## src/rtl/conv_pkg.sv

```systemverilog
// conv_pkg: shared types and constants for the convolution frame loader.
//   state_e : loader FSM states (LOAD / FULL / STREAM)
//   DEF_*   : default frame geometry (6x6 one-bit pixels, 3x3 window)
//   cw()    : index width for a count of n items, never less than 1 bit
package conv_pkg;

    typedef enum logic [1:0] {
        LOAD   = 2'd0,
        FULL   = 2'd1,
        STREAM = 2'd2
    } state_e;

    localparam int DEF_IMG_W = 6;
    localparam int DEF_IMG_H = 6;
    localparam int DEF_PIX_W = 1;
    localparam int DEF_K     = 3;

    // $clog2 returns 0 for n <= 1, which would make a zero-width port.
    function automatic int cw(input int n);
        return (n < 2) ? 1 : $clog2(n);
    endfunction

endpackage

```

## src/rtl/conv_window_mux.sv

```systemverilog
// conv_window_mux: combinational KxK window extractor.
//   i_buf : flattened frame, row y at [y*IMG_W*PIX_W +: IMG_W*PIX_W],
//           pixel x of a row at [x*PIX_W +: PIX_W]
//   i_row : top row of the window
//   i_col : left column of the window
//   o_win : element (i,j) = pixel (i_row+i, i_col+j) at [(i*K+j)*PIX_W +: PIX_W]
module conv_window_mux
    import conv_pkg::*;
#(
    parameter int IMG_W = DEF_IMG_W,
    parameter int IMG_H = DEF_IMG_H,
    parameter int PIX_W = DEF_PIX_W,
    parameter int K     = DEF_K
) (
    input  logic [IMG_H*IMG_W*PIX_W-1:0] i_buf,
    input  logic [cw(IMG_H)-1:0]         i_row,
    input  logic [cw(IMG_W)-1:0]         i_col,
    output logic [K*K*PIX_W-1:0]         o_win
);

    always_comb begin
        o_win = '0;
        for (int i = 0; i < K; i++) begin
            for (int j = 0; j < K; j++) begin
                o_win[(i*K+j)*PIX_W +: PIX_W] =
                    i_buf[((int'(i_row) + i)*IMG_W + int'(i_col) + j)*PIX_W +: PIX_W];
            end
        end
    end

endmodule

```

## src/rtl/conv_frame_loader.sv

```systemverilog
// conv_frame_loader: captures IMG_H rows (one per rising edge of row_strobe)
// into a frame buffer, then streams every valid KxK window over valid/ready.
//   clk, rst_n        : clock, asynchronous active-low reset
//   row_data          : one row of pixels, loaded on a row_strobe rise in LOAD
//   row_strobe        : level input, only its rising edge matters
//   frame_clear       : synchronous abort back to LOAD (buffer kept)
//   start             : begin streaming, honoured only when the frame is full
//   win_data/row/col  : current window and its top-left coordinate
//   win_valid/ready   : window handshake; win_last marks the final window
//   frame_full        : all rows loaded (held until the last window is taken)
//   overflow          : sticky, a strobe rise arrived while not loading
module conv_frame_loader
    import conv_pkg::*;
#(
    parameter int IMG_W = DEF_IMG_W,
    parameter int IMG_H = DEF_IMG_H,
    parameter int PIX_W = DEF_PIX_W,
    parameter int K     = DEF_K
) (
    input  logic                     clk,
    input  logic                     rst_n,
    input  logic [IMG_W*PIX_W-1:0]   row_data,
    input  logic                     row_strobe,
    input  logic                     frame_clear,
    input  logic                     start,
    output logic [K*K*PIX_W-1:0]     win_data,
    output logic [cw(IMG_H)-1:0]     win_row,
    output logic [cw(IMG_W)-1:0]     win_col,
    output logic                     win_valid,
    input  logic                     win_ready,
    output logic                     win_last,
    output logic                     frame_full,
    output logic                     overflow
);

    localparam int ROW_W = IMG_W*PIX_W;
    localparam int RW    = cw(IMG_H);
    localparam int CW    = cw(IMG_W);
    localparam logic [RW-1:0] ROW_LAST = RW'(IMG_H-1);
    localparam logic [RW-1:0] R_LAST   = RW'(IMG_H-K);
    localparam logic [CW-1:0] C_LAST   = CW'(IMG_W-K);

    if (K < 1 || K > IMG_W || K > IMG_H) begin : g_bad_k
        $error("conv_frame_loader: K must satisfy 1 <= K <= min(IMG_W, IMG_H)");
    end

    state_e                  r_state;
    logic [RW-1:0]           r_row_cnt;
    logic [RW-1:0]           r_r;
    logic [CW-1:0]           r_c;
    logic                    r_strobe_q;
    logic                    r_win_valid;
    logic                    r_frame_full;
    logic                    r_overflow;
    logic [IMG_H*ROW_W-1:0]  r_buf;

    logic                    w_rise;
    logic                    w_last;
    logic [K*K*PIX_W-1:0]    w_win;

    assign w_rise = row_strobe & ~r_strobe_q;
    assign w_last = r_win_valid & (r_r == R_LAST) & (r_c == C_LAST);

    always_ff @(posedge clk or negedge rst_n) begin
        if (!rst_n) begin
            r_state      <= LOAD;
            r_row_cnt    <= '0;
            r_r          <= '0;
            r_c          <= '0;
            r_strobe_q   <= 1'b0;
            r_win_valid  <= 1'b0;
            r_frame_full <= 1'b0;
            r_overflow   <= 1'b0;
            r_buf        <= '0;
        end else begin
            // Tracks the strobe even during a clear, so a rise coinciding
            // with frame_clear is consumed rather than replayed afterwards.
            r_strobe_q <= row_strobe;
            if (frame_clear) begin
                r_state      <= LOAD;
                r_row_cnt    <= '0;
                r_r          <= '0;
                r_c          <= '0;
                r_win_valid  <= 1'b0;
                r_frame_full <= 1'b0;
                r_overflow   <= 1'b0;
            end else begin
                unique case (r_state)
                    LOAD: begin
                        if (w_rise) begin
                            r_buf[int'(r_row_cnt)*ROW_W +: ROW_W] <= row_data;
                            if (r_row_cnt == ROW_LAST) begin
                                r_state      <= FULL;
                                r_row_cnt    <= '0;
                                r_frame_full <= 1'b1;
                            end else begin
                                r_row_cnt <= r_row_cnt + 1'b1;
                            end
                        end
                    end
                    FULL: begin
                        if (w_rise) r_overflow <= 1'b1;
                        if (start) begin
                            r_state     <= STREAM;
                            r_r         <= '0;
                            r_c         <= '0;
                            r_win_valid <= 1'b1;
                        end
                    end
                    STREAM: begin
                        if (w_rise) r_overflow <= 1'b1;
                        if (win_ready) begin
                            if (w_last) begin
                                r_state      <= LOAD;
                                r_win_valid  <= 1'b0;
                                r_frame_full <= 1'b0;
                                r_r          <= '0;
                                r_c          <= '0;
                            end else if (r_c == C_LAST) begin
                                r_c <= '0;
                                r_r <= r_r + 1'b1;
                            end else begin
                                r_c <= r_c + 1'b1;
                            end
                        end
                    end
                    default: r_state <= LOAD;
                endcase
            end
        end
    end

    conv_window_mux #(
        .IMG_W (IMG_W),
        .IMG_H (IMG_H),
        .PIX_W (PIX_W),
        .K     (K)
    ) u_mux (
        .i_buf (r_buf),
        .i_row (r_r),
        .i_col (r_c),
        .o_win (w_win)
    );

    // Window pixels are only shown while a window is presented; the buffer
    // survives frame_clear and would otherwise leak onto the bus.
    assign win_data   = r_win_valid ? w_win : '0;
    assign win_row    = r_r;
    assign win_col    = r_c;
    assign win_valid  = r_win_valid;
    assign win_last   = w_last;
    assign frame_full = r_frame_full;
    assign overflow   = r_overflow;

endmodule

```

## config.mk

```make
export PLATFORM = sky130hd
export DESIGN_NAME = conv_frame_loader
export DESIGN_NICKNAME = d
export VERILOG_FILES = /design/src/rtl/conv_pkg.sv /design/src/rtl/conv_window_mux.sv /design/src/rtl/conv_frame_loader.sv
export SDC_FILE = /design/constraint.sdc
export NUM_CORES = 1
export LEC_CHECK = 0
export ABC_AREA = 1
export CAP_MARGIN = 10
export CORE_MARGIN = 10
export CORE_UTILIZATION = 30
export DETAILED_ROUTE_END_ITERATION = 16
export GPL_ROUTABILITY_DRIVEN = 1
export HOLD_SLACK_MARGIN = 0.03
export PLACE_DENSITY = 0.51
export SETUP_SLACK_MARGIN = 0.05
export SLEW_MARGIN = 5
export SYNTH_ARGS = -nofsm -noshare
export SYNTH_HDL_FRONTEND = slang
export SYNTH_SLANG_ARGS = --single-unit
```

## constraint.sdc

```tcl
create_clock -name clk -period 8.24 [get_ports clk]
set_clock_uncertainty 0.15 [all_clocks]
set_input_delay 1.236 -clock clk [delete_from_list [all_inputs] [get_ports clk]]
set_output_delay 1.236 -clock clk [all_outputs]
set_load 0.02 [all_outputs]
```

==> impl_metrics.ini <==
[run_status]
outcome = completed

[timing]
maxSlewHeadroom_pct = 51.9
period_needed_ns = 6.05
grt_setup_unrepaired = false
setup_viol = 0
drv_slew = 0
fin_tns_setup_ns = 0
fin_crit_sh_pct = 73.4
max_freq_mhz = 165
tightest_slew_ns = 0.721
hold_viol = 0

[setup_path]
crit_path_frequent_cell = nand2_1
slowest_stage = ha_1
crit_family = buffers and inverters
crit_buf_inv = 5
cp-start-kind = flop
slowest_delay_ns = 0.77
crit_fanout = 25
arrival_ns = 4.66
critical_path_class = flop to primary output
endpoint_kind = primary output
crit_required_ns = 6.85
crit_chain = inv_1 -> ha_1 -> inv_1 -> ha_1 -> clkinv_1 -> nand3_1 -> nand3_1 -> nand2_1 -> nand2_1 -> nand2_1 -> inv_1 -> nand2_1 -> nand2_1 -> nor2_1 -> nor2_1 -> nor2_1 -> clkdlybuf4s50_1

[clock_network]
cts_made_buffers = 5
cts_max_path_buffers = 2
post_cts_buffers = 0
cts_max_level = 2
ctsHoldBuffers = 0
path_clk_slew_ns = 0.07
root_buffer = clkbuf_16
post_cts_resized = 0
cts_tree = yes
cts.sinks = 51
insertion_delay_ns = 0.29

[layout]
drive_gt1_share_pct = 4.79
antennaDiodeCount = 0
areaGrowthSynthToFinish_pct = 10.4
multi_input_area_um2 = 4460
seq_area_um2 = 1280
fin_util_pct = 33.6
layout.nets = 1139
final_cell_mix = nand2_1, nand3_1, inv_1
mostFrequentLayoutCell = nand2_1
fillCellCount = 2364

[floorplan]
die_area_um2 = 27500
core-area_um2 = 21000
start_util_pct = 30.5
fp.dieW_um = 166
die_h_um = 166
std_cell_rows = 53
pin_count = 31

[run]
cap_violations = 0

[synthesis]
synth_seq_cells = 51
synth_area_um2 = 6380
synthDistinctLibCells = 47
synth_edf_count = 0
yosysWarnings = 0
synth_cells = 1073
ys_seq_area_share_pct = 20.0
synthFlopType = dfrtp_1
synth_nets = 1127
synth.avg_cell_area_um2 = 5.95
async_flop_share_pct = 100

[hold_path]
hold_class = flop to flop

[power_and_ir_drop]
power.static_leakage_nw = 3.50
finalPower_w = 0.00181
p_comb_share_pct = 68.3
peakVddDrop_uv = 142
clkPwrFrac_pct = 13.6
sw_frac_of_total_pct = 53.2
pwr-share-seq_pct = 18.1
p_per_area_nw_per_um2 = 258
switchingPower_w = 0.000965
p_int_w = 0.000850

[drt]
drt-initial-drc-count = 558
wl_per_cell_um = 15.0
finalWirelength_mm = 20.5
drc = 0
ant_nets = 0
firstDrtPassIters = 6
routed-via-count = 6805
viasPerCell = 5.00

[grt]
antenna_found_initial = 0
grt-ovfl-total = 0
grtUsageTotal_pct = 14.3
grt_pass1_wl_mm = 33.2
grt_max_degree = 54
first_global_vias = 6292

[placement]
gp_congestion = 0.919
port_buffers = 30
dp_hpwl_mm = 16.7
## synthesized netlist by cell type, drive strengths merged (10+ instances only)
| cell type | count | area (um^2) |
|---|---|---|
| o21ai | 66 | 334 |
| ha | 36 | 450 |
| nand4 | 19 | 125 |
| nor2 | 93 | 395 |
| xnor2 | 12 | 143 |
| nand2 | 370 | 1420 |
| a21oi | 29 | 149 |
| inv | 124 | 468 |
| o22ai | 10 | 62.6 |
| buf | 22 | 148 |
| dfrtp | 51 | 1280 |
| nand3 | 189 | 981 |
## state kept, by name, summed over array words and instances (netlist names)
signal      cells
r_state         2
frame_full      1
r_row_cnt       3
r_strobe_q      1
win_row         3
win_col         3
overflow        1
win_valid       1
r_buf          36
## routing by layer
layer  share of wire [%]  routed length (um)  GRT usage [%]
met1                  49               10100           20.4
met2                  44                9070           22.5
met3                 4.8                 975           1.33
met4                 1.5                 309           3.62
met5                   0                   0              0
## stage by stage
step           cell area, um^2  hold WS (ns)  setup WS (ns)  cells
2_1_floorplan             6380         0.313           3.70   1073
3_3_place_gp              6870         0.353           2.65   1353
3_5_place_dp              6870         0.362           2.50   1353
4_1_cts                   7050         0.379           2.18   1361
5_1_grt                   7050         0.406           1.75   1361
6_report                  7050         0.377           2.19   1361
## worst paths after layout
path	start	to	slack, ns	cells after the start
min in group asynchronous	rst_n	r_buf[17]	0.91	2
max in group asynchronous	rst_n	win_row[0]	6.57	2
setup / recovery	win_row[0]	win_data[7]	2.19	17
hold / removal	r_buf[28]	r_buf[28]	0.38	2
hold reg to reg	r_buf[28]	r_buf[28]	0.38	2
setup reg to reg	r_row_cnt[0]	r_buf[19]	4.49	15
## power by group through the flow
stage	registers [W]	clock network (W)	logic, W
5_1_grt	0.000332	0.000265	0.00140
4_1_cts	0.000327	0.000256	0.00123
6_report	0.000328	0.000247	0.00124
3_3_place_gp	0.000333	0	0.00123
3_5_place_dp	0.000332	0	0.00123
2_1_floorplan	0.000319	0	0.000893
## final cells by class
| type | count | area share, % |
|---|---|---|
| repair buffers | 32 | 4.40 |
| multi-input cells | 869 | 63.3 |
| inverters | 126 | 6.75 |
| flip-flops and latches | 51 | 18.1 |
| clock inverters | 2 | 0.550 |
| clock buffers | 6 | 1.97 |
| well taps | 275 | 4.88 |
## worst reg2reg max path, cell delays in order (launching register included)
cell and delay (ns):
dfrtp_1 0.58, ha_1 0.40, fa_1 0.50, xnor2_4 0.21
nand3_1 0.13, inv_1 0.08, ha_1 0.48, inv_1 0.19
nor2_1 0.17, inv_1 0.15, nor2_8 0.21, nand2_1 0.10
nand2_1 0.12, nand2_1 0.06, o21ai_1 0.06, inv_1 0.04
## logic make-up after synthesis
kind of cell    count (synthesis)  synth area share (%)
compound gates                117                  9.96
xor+xnor                       19                  3.20
fa+ha+maj                      42                  8.94
buf+inv                       153                  10.1
flops                          51                  20.0
simple gates                  691                  47.8
(Power assumes the default switching activity.)
